## config.mk

```make
export PLATFORM = sky130hd
export DESIGN_NAME = ka_overlap_accumulator_flat
export DESIGN_NICKNAME = d
export VERILOG_FILES = /design/src/rtl/ka_overlap_accumulator_if.sv /design/src/rtl/ka_overlap_accumulator.sv /design/src/flat_wrapper.sv
export SDC_FILE = /design/constraint.sdc
export NUM_CORES = 1
export LEC_CHECK = 0
export CORE_MARGIN = 1.5
export CORE_UTILIZATION = 49
export CTS_BUF_LIST = sky130_fd_sc_hd__clkbuf_4
export CTS_CLUSTER_DIAMETER = 150
export DETAILED_ROUTE_END_ITERATION = 8
export PLACE_DENSITY = 0.83
export SLEW_MARGIN = 15
export SYNTH_ARGS = -nofsm -noshare
export SYNTH_HDL_FRONTEND = slang
export SYNTH_SLANG_ARGS = --single-unit
```

## constraint.sdc

```tcl
create_clock -name clk -period 1.82 [get_ports clk]
set_input_delay 0.455 -clock clk [delete_from_list [all_inputs] [get_ports clk]]
set_output_delay 0.455 -clock clk [all_outputs]
set_load 0.005 [all_outputs]
```

## src/rtl/ka_overlap_accumulator_if.sv

```systemverilog
// Term/product stream bundle for ka_overlap_accumulator.
// The slave modport is the accumulator side; the master modport is the producer/consumer side.
interface ka_overlap_accumulator_if #(
    parameter int N = 30
);
    logic           in_valid;
    logic           in_ready;
    logic [1:0]     in_tag;
    logic [N-2:0]   in_data;
    logic           out_valid;
    logic           out_ready;
    logic [2*N-2:0] out_data;
    logic           seq_err;

    modport master (
        output in_valid, in_tag, in_data, out_ready,
        input  in_ready, out_valid, out_data, seq_err
    );

    modport slave (
        input  in_valid, in_tag, in_data, out_ready,
        output in_ready, out_valid, out_data, seq_err
    );
endinterface

```

## src/rtl/ka_overlap_accumulator.sv

```systemverilog
// XOR-accumulates the L/M/Hi half-products of one Karatsuba level into a 2N-1 bit product.
// Optional macro KA_MID_CORRECT_EN: M arrives uncorrected and the correction is folded into each beat.
module ka_overlap_accumulator #(
    parameter int N = 30
) (
    input logic                    clk,
    input logic                    rst,
    ka_overlap_accumulator_if.slave bus
);
    localparam int H  = N / 2;
    localparam int PW = 2 * N - 1;

    typedef enum logic [1:0] {
        S_LO  = 2'd0,
        S_MID = 2'd1,
        S_HI  = 2'd2,
        S_OUT = 2'd3
    } state_t;

    state_t        state_q, state_d;
    logic [PW-1:0] acc_q, acc_d;
    logic          seq_err_q, seq_err_d;

    logic          in_ready;
    logic          out_valid;
    logic          in_fire;
    logic          out_fire;
    logic [1:0]    exp_tag;
    logic [PW-1:0] term_ext;
    logic [PW-1:0] lo_term;
    logic [PW-1:0] mid_term;
    logic [PW-1:0] hi_term;

    assign out_valid = (state_q == S_OUT);
    // A held product frees the input only when it leaves in this same cycle.
    assign in_ready  = (state_q != S_OUT) | bus.out_ready;
    assign in_fire   = bus.in_valid & in_ready;
    assign out_fire  = out_valid & bus.out_ready;
    assign term_ext  = {{N{1'b0}}, bus.in_data};

`ifdef KA_MID_CORRECT_EN
    // (M ^ L ^ Hi) << H is spread across the three beats so no term has to be stored.
    assign lo_term  = term_ext ^ (term_ext << H);
    assign mid_term = term_ext << H;
    assign hi_term  = (term_ext << H) ^ (term_ext << (2 * H));
`else
    assign lo_term  = term_ext;
    assign mid_term = term_ext << H;
    assign hi_term  = term_ext << (2 * H);
`endif

    always_comb begin
        case (state_q)
            S_MID:   exp_tag = 2'd1;
            S_HI:    exp_tag = 2'd2;
            default: exp_tag = 2'd0;
        endcase
    end

    // A tag-0 beat always starts a fresh group, whether expected or a recovery.
    always_comb begin
        state_d   = state_q;
        acc_d     = acc_q;
        seq_err_d = 1'b0;
        if (out_fire) begin
            state_d = S_LO;
        end
        if (in_fire) begin
            if (bus.in_tag != exp_tag) begin
                seq_err_d = 1'b1;
            end
            if (bus.in_tag == 2'd0) begin
                acc_d   = lo_term;
                state_d = S_MID;
            end else if (bus.in_tag != exp_tag) begin
                state_d = S_LO;
            end else if (bus.in_tag == 2'd1) begin
                acc_d   = acc_q ^ mid_term;
                state_d = S_HI;
            end else begin
                acc_d   = acc_q ^ hi_term;
                state_d = S_OUT;
            end
        end
    end

    always_ff @(posedge clk) begin
        if (rst) begin
            state_q   <= S_LO;
            acc_q     <= '0;
            seq_err_q <= 1'b0;
        end else begin
            state_q   <= state_d;
            acc_q     <= acc_d;
            seq_err_q <= seq_err_d;
        end
    end

    assign bus.in_ready  = in_ready;
    assign bus.out_valid = out_valid;
    assign bus.out_data  = acc_q;
    assign bus.seq_err   = seq_err_q;
endmodule

```

## src/flat_wrapper.sv

```systemverilog
// flat-port wrapper written by rule: the top's interface ports become plain ports
module ka_overlap_accumulator_flat 
#(
    parameter int N = 30
)
  (clk, rst, bus_in_valid, bus_in_tag, bus_in_data, bus_out_ready, bus_in_ready, bus_out_valid, bus_out_data, bus_seq_err);
  ka_overlap_accumulator_if #(.N(N)) bus_i ();
  input logic clk;
  input logic rst;
  input wire logic [$bits(bus_i.in_valid)-1:0] bus_in_valid;
  input wire logic [$bits(bus_i.in_tag)-1:0] bus_in_tag;
  input wire logic [$bits(bus_i.in_data)-1:0] bus_in_data;
  input wire logic [$bits(bus_i.out_ready)-1:0] bus_out_ready;
  output wire logic [$bits(bus_i.in_ready)-1:0] bus_in_ready;
  output wire logic [$bits(bus_i.out_valid)-1:0] bus_out_valid;
  output wire logic [$bits(bus_i.out_data)-1:0] bus_out_data;
  output wire logic [$bits(bus_i.seq_err)-1:0] bus_seq_err;
  assign bus_i.in_valid = bus_in_valid;
  assign bus_i.in_tag = bus_in_tag;
  assign bus_i.in_data = bus_in_data;
  assign bus_i.out_ready = bus_out_ready;
  assign bus_in_ready = bus_i.in_ready;
  assign bus_out_valid = bus_i.out_valid;
  assign bus_out_data = bus_i.out_data;
  assign bus_seq_err = bus_i.seq_err;
  ka_overlap_accumulator #(.N(N)) u_core (.clk(clk), .rst(rst), .bus(bus_i));
endmodule
```

==> metrics.yaml <==
yosysWarnings: 0
max_stage_delay_ns: 0.53
post_cts_hold_buffer_count: 0
number_of_clock_buffers_inserted_by_tritoncts: 9
worst_setup_hold_path_clk_slew_ns: 0.11
finalWirelength_um: 10100
worstPathRequired_ns: 1.36
drt_first_iter_violations: 261
postRouteAntennaNets: 0
final.fill_count: 513
fin_crit_ns: 1.78
drt-vias-per-instance: 5.85
path_max_fanout: 3
first_global_vias: 3276
final_max_slew_viol_count: 0
synth_area_um2: 3240
end_kind: "output port"
crit_path_cell_trace: "clkdlybuf4s50_1"
power_density_nw_per_um2: 675
portion_of_the_post_synthesis_area_used_by_sequential_elements_pct: 38.3
grt.overflow.total: 0
placement.io_buffers: 96
effective_utilization_at_floorplan_pct: 51.0
critical_path_class: "flop to output port"
design_power_total_mw: 3.14
max_cap_violations: 0
finish.net_count: 543
worst_setup_path_start_kind: "flop"
syn_inst: 394
finalClockSkew_ns: 0.00956
layout-area-overhead-vs-synth_pct: 43.6
critPathArrivalTime_ns: 1.33
floorplan.rows: 29
drt_first_pass_iters: 5
internal_power_mw: 2.28
die_extent_in_y_um: 84.3
dpl.hpwl_um: 7400
maximum_vdd_drop_v: 0.000501
crit_path_top_delay_cell: "clkdlybuf4s50_1"
status: "finished, final reports clean"
clockBufferDepth: 2
number_of_diodes_added_for_antenna_fixing: 0
wire_per_inst_um: 17.2
antenna_found_initial: 0
cts-root-buf: "clkbuf_4"
maxClockFrequency_ghz: 0.561
numClockSinks: 62
power_switching_mw: 0.860
period_share_pct: 98.0
fp.coreArea_um2: 6350
postSynthRegisterBits: 62
cts-htree-levels: 3
synth_edf_count: 0
gp_congestion: 0.907
synth.net_count: 429
avgSynthCellArea_um2: 8.22
setup_repair_after_global_routing_missed_its_margin: "no"
cts_tree: "done"
insertion_delay_ns: 0.41
setup-tns-final_ns: 0
path_buf_inv: 1
power.clock.fraction_pct: 34.2
grt_first_pass_wirelength_um: 16100
dr_total_vias: 3449
synth.distinct_cells: 35
worst_slew_pin_slew_ns: 0.300
power_frac_seq_pct: 46.1
comb_power_share_pct: 19.7
asyncSetResetFlopFracSynth_pct: 0
swShare_pct: 27.4
timing.critical_path.max_delay_family: "buffers and inverters"
final_core_util_pct: 73.2
drc: 0
relSlewSlack_pct: 79.4
report.final.hold_viol_count: 0
boundaryPins: 97
grt_start_max_net_pins: 32
static-leakage-power_nw: 1.81
worstHoldPathType: "flop to flop"
post_route_cells_drive_above_1_share_pct: 12.9
gr-usage-all-layers_pct: 28.4
die_area_um2: 7100
die_x_um: 84.3
finalSetupViolCount: 0
yosys_most_used_dff: "dfxtp_1"
-- repair_timing --
item                                    CTS  global route
endpoints found under the setup margin    2             6
resized for setup                         7             5
pin swaps                                 1             0
buffers inserted                          0             1
-- layer usage --
layer  wire length (um)  vias up  track usage (%)
met2               4800      168             47.8
met5                  0        -                0
met4                317        0             14.9
met1               4290     1618             35.5
li1                   -     1640                -
met3                722       23             3.64
-- final timing paths --
path,startpoint,end,slack [ns],cells after the start
max,u_core.bus.out_data[26]$_SDFFE_PP0P_,bus_out_data[26],0.04,1
min,u_core.bus.out_data[13]$_SDFFE_PP0P_,u_core.bus.out_data[13]$_SDFFE_PP0P_,0.46,2
max reg2reg,u_core.state_q[1]$_SDFFE_PP0P_,u_core.bus.out_data[43]$_SDFFE_PP0P_,0.23,6
min reg2reg,u_core.bus.out_data[13]$_SDFFE_PP0P_,u_core.bus.out_data[13]$_SDFFE_PP0P_,0.46,2
-- kinds of logic (layout without fill, tap and decap cells) --
family	Yosys count	in the layout	share of synthesized area, %
buffers and inverters	50	169	7.85
AND/OR/NAND/NOR	125	125	20.3
flip-flops	62	62	38.3
multiplexers	29	29	8.97
XOR/XNOR	1	1	0.271
AO/OA/AOI/OAI	127	127	24.2
-- synthesized netlist by cell type, drive strengths merged (2+ instances only) --
master | n | area, um^2
o21a | 15 | 113
nor2 | 3 | 11.3
inv | 18 | 67.6
o22ai | 15 | 93.8
nor2b | 4 | 25.0
nand2b | 16 | 100
o21ai | 33 | 165
nand3 | 30 | 150
buf | 19 | 138
nor4 | 15 | 93.8
mux2i | 29 | 290
dfxtp | 62 | 1240
clkbuf | 13 | 48.8
a2bb2oi | 2 | 23.8
o31a | 15 | 131
nand3b | 2 | 27.5
or2b | 2 | 15.0
nand2 | 48 | 180
a21oi | 45 | 229
-- power by group through the flow --
stage	Sequential [mW]	Clock [mW]	Combinational [mW]
2_1_floorplan	1.47	0	0.286
3_3_place_gp	1.47	0	0.595
3_5_place_dp	1.48	0	0.609
4_1_cts	1.44	1.08	0.611
5_1_grt	1.45	1.15	0.661
6_report	1.45	1.07	0.618
-- metrics by stage --
step / cell area (um^2) / hold WS (ns) / worst slack [ns] / std cells
2_1_floorplan: 3240 / 0.453 / 0.236 / 394
4_1_cts: 4620 / 0.463 / 0.0215 / 589
3_3_place_gp: 4460 / 0.445 / -0.309 / 573
3_5_place_dp: 4460 / 0.447 / -0.343 / 573
6_report: 4650 / 0.460 / 0.0359 / 590
5_1_grt: 4650 / 0.480 / 0.000817 / 590
-- registers in the layout, summed over array words and instances, names as in the netlist --
| register | count |
|---|---|
| u_core.state_q | 2 |
| u_core.bus.seq_err | 1 |
| u_core.bus.out_data | 59 |
-- area by class of cell --
class / count / area [um^2] / share of cell area [%]
multi-input combinational: 282 / 1750 / 37.6
timing repair buffer: 135 / 1330 / 28.5
sequential: 62 / 1250 / 27.0
tap: 77 / 96.3 / 2.07
clock inverter: 7 / 88.8 / 1.91
clock buffer: 9 / 67.6 / 1.45
inverter: 18 / 67.6 / 1.45
-- cells in the final DEF, fill, tap and decap left out, types with 6 or more instances in the layout --
| cell | netlist | layout |
|---|---|---|
| clkdlybuf4s50_1 | 0 | 93 |
| dfxtp_1 | 62 | 55 |
| nand2_1 | 48 | 48 |
| a21oi_1 | 44 | 44 |
| buf_4 | 5 | 33 |
| o21ai_0 | 32 | 32 |
| nand3_1 | 30 | 30 |
| mux2i_1 | 29 | 29 |
| inv_1 | 17 | 17 |
| nand2b_1 | 16 | 16 |
| o22ai_1 | 15 | 15 |
| o31a_1 | 15 | 15 |
| nor4_1 | 15 | 15 |
| o21a_1 | 15 | 15 |
| clkbuf_4 | 0 | 9 |
| buf_12 | 0 | 6 |
No activity file was read; power rests on OpenSTA's default activity.
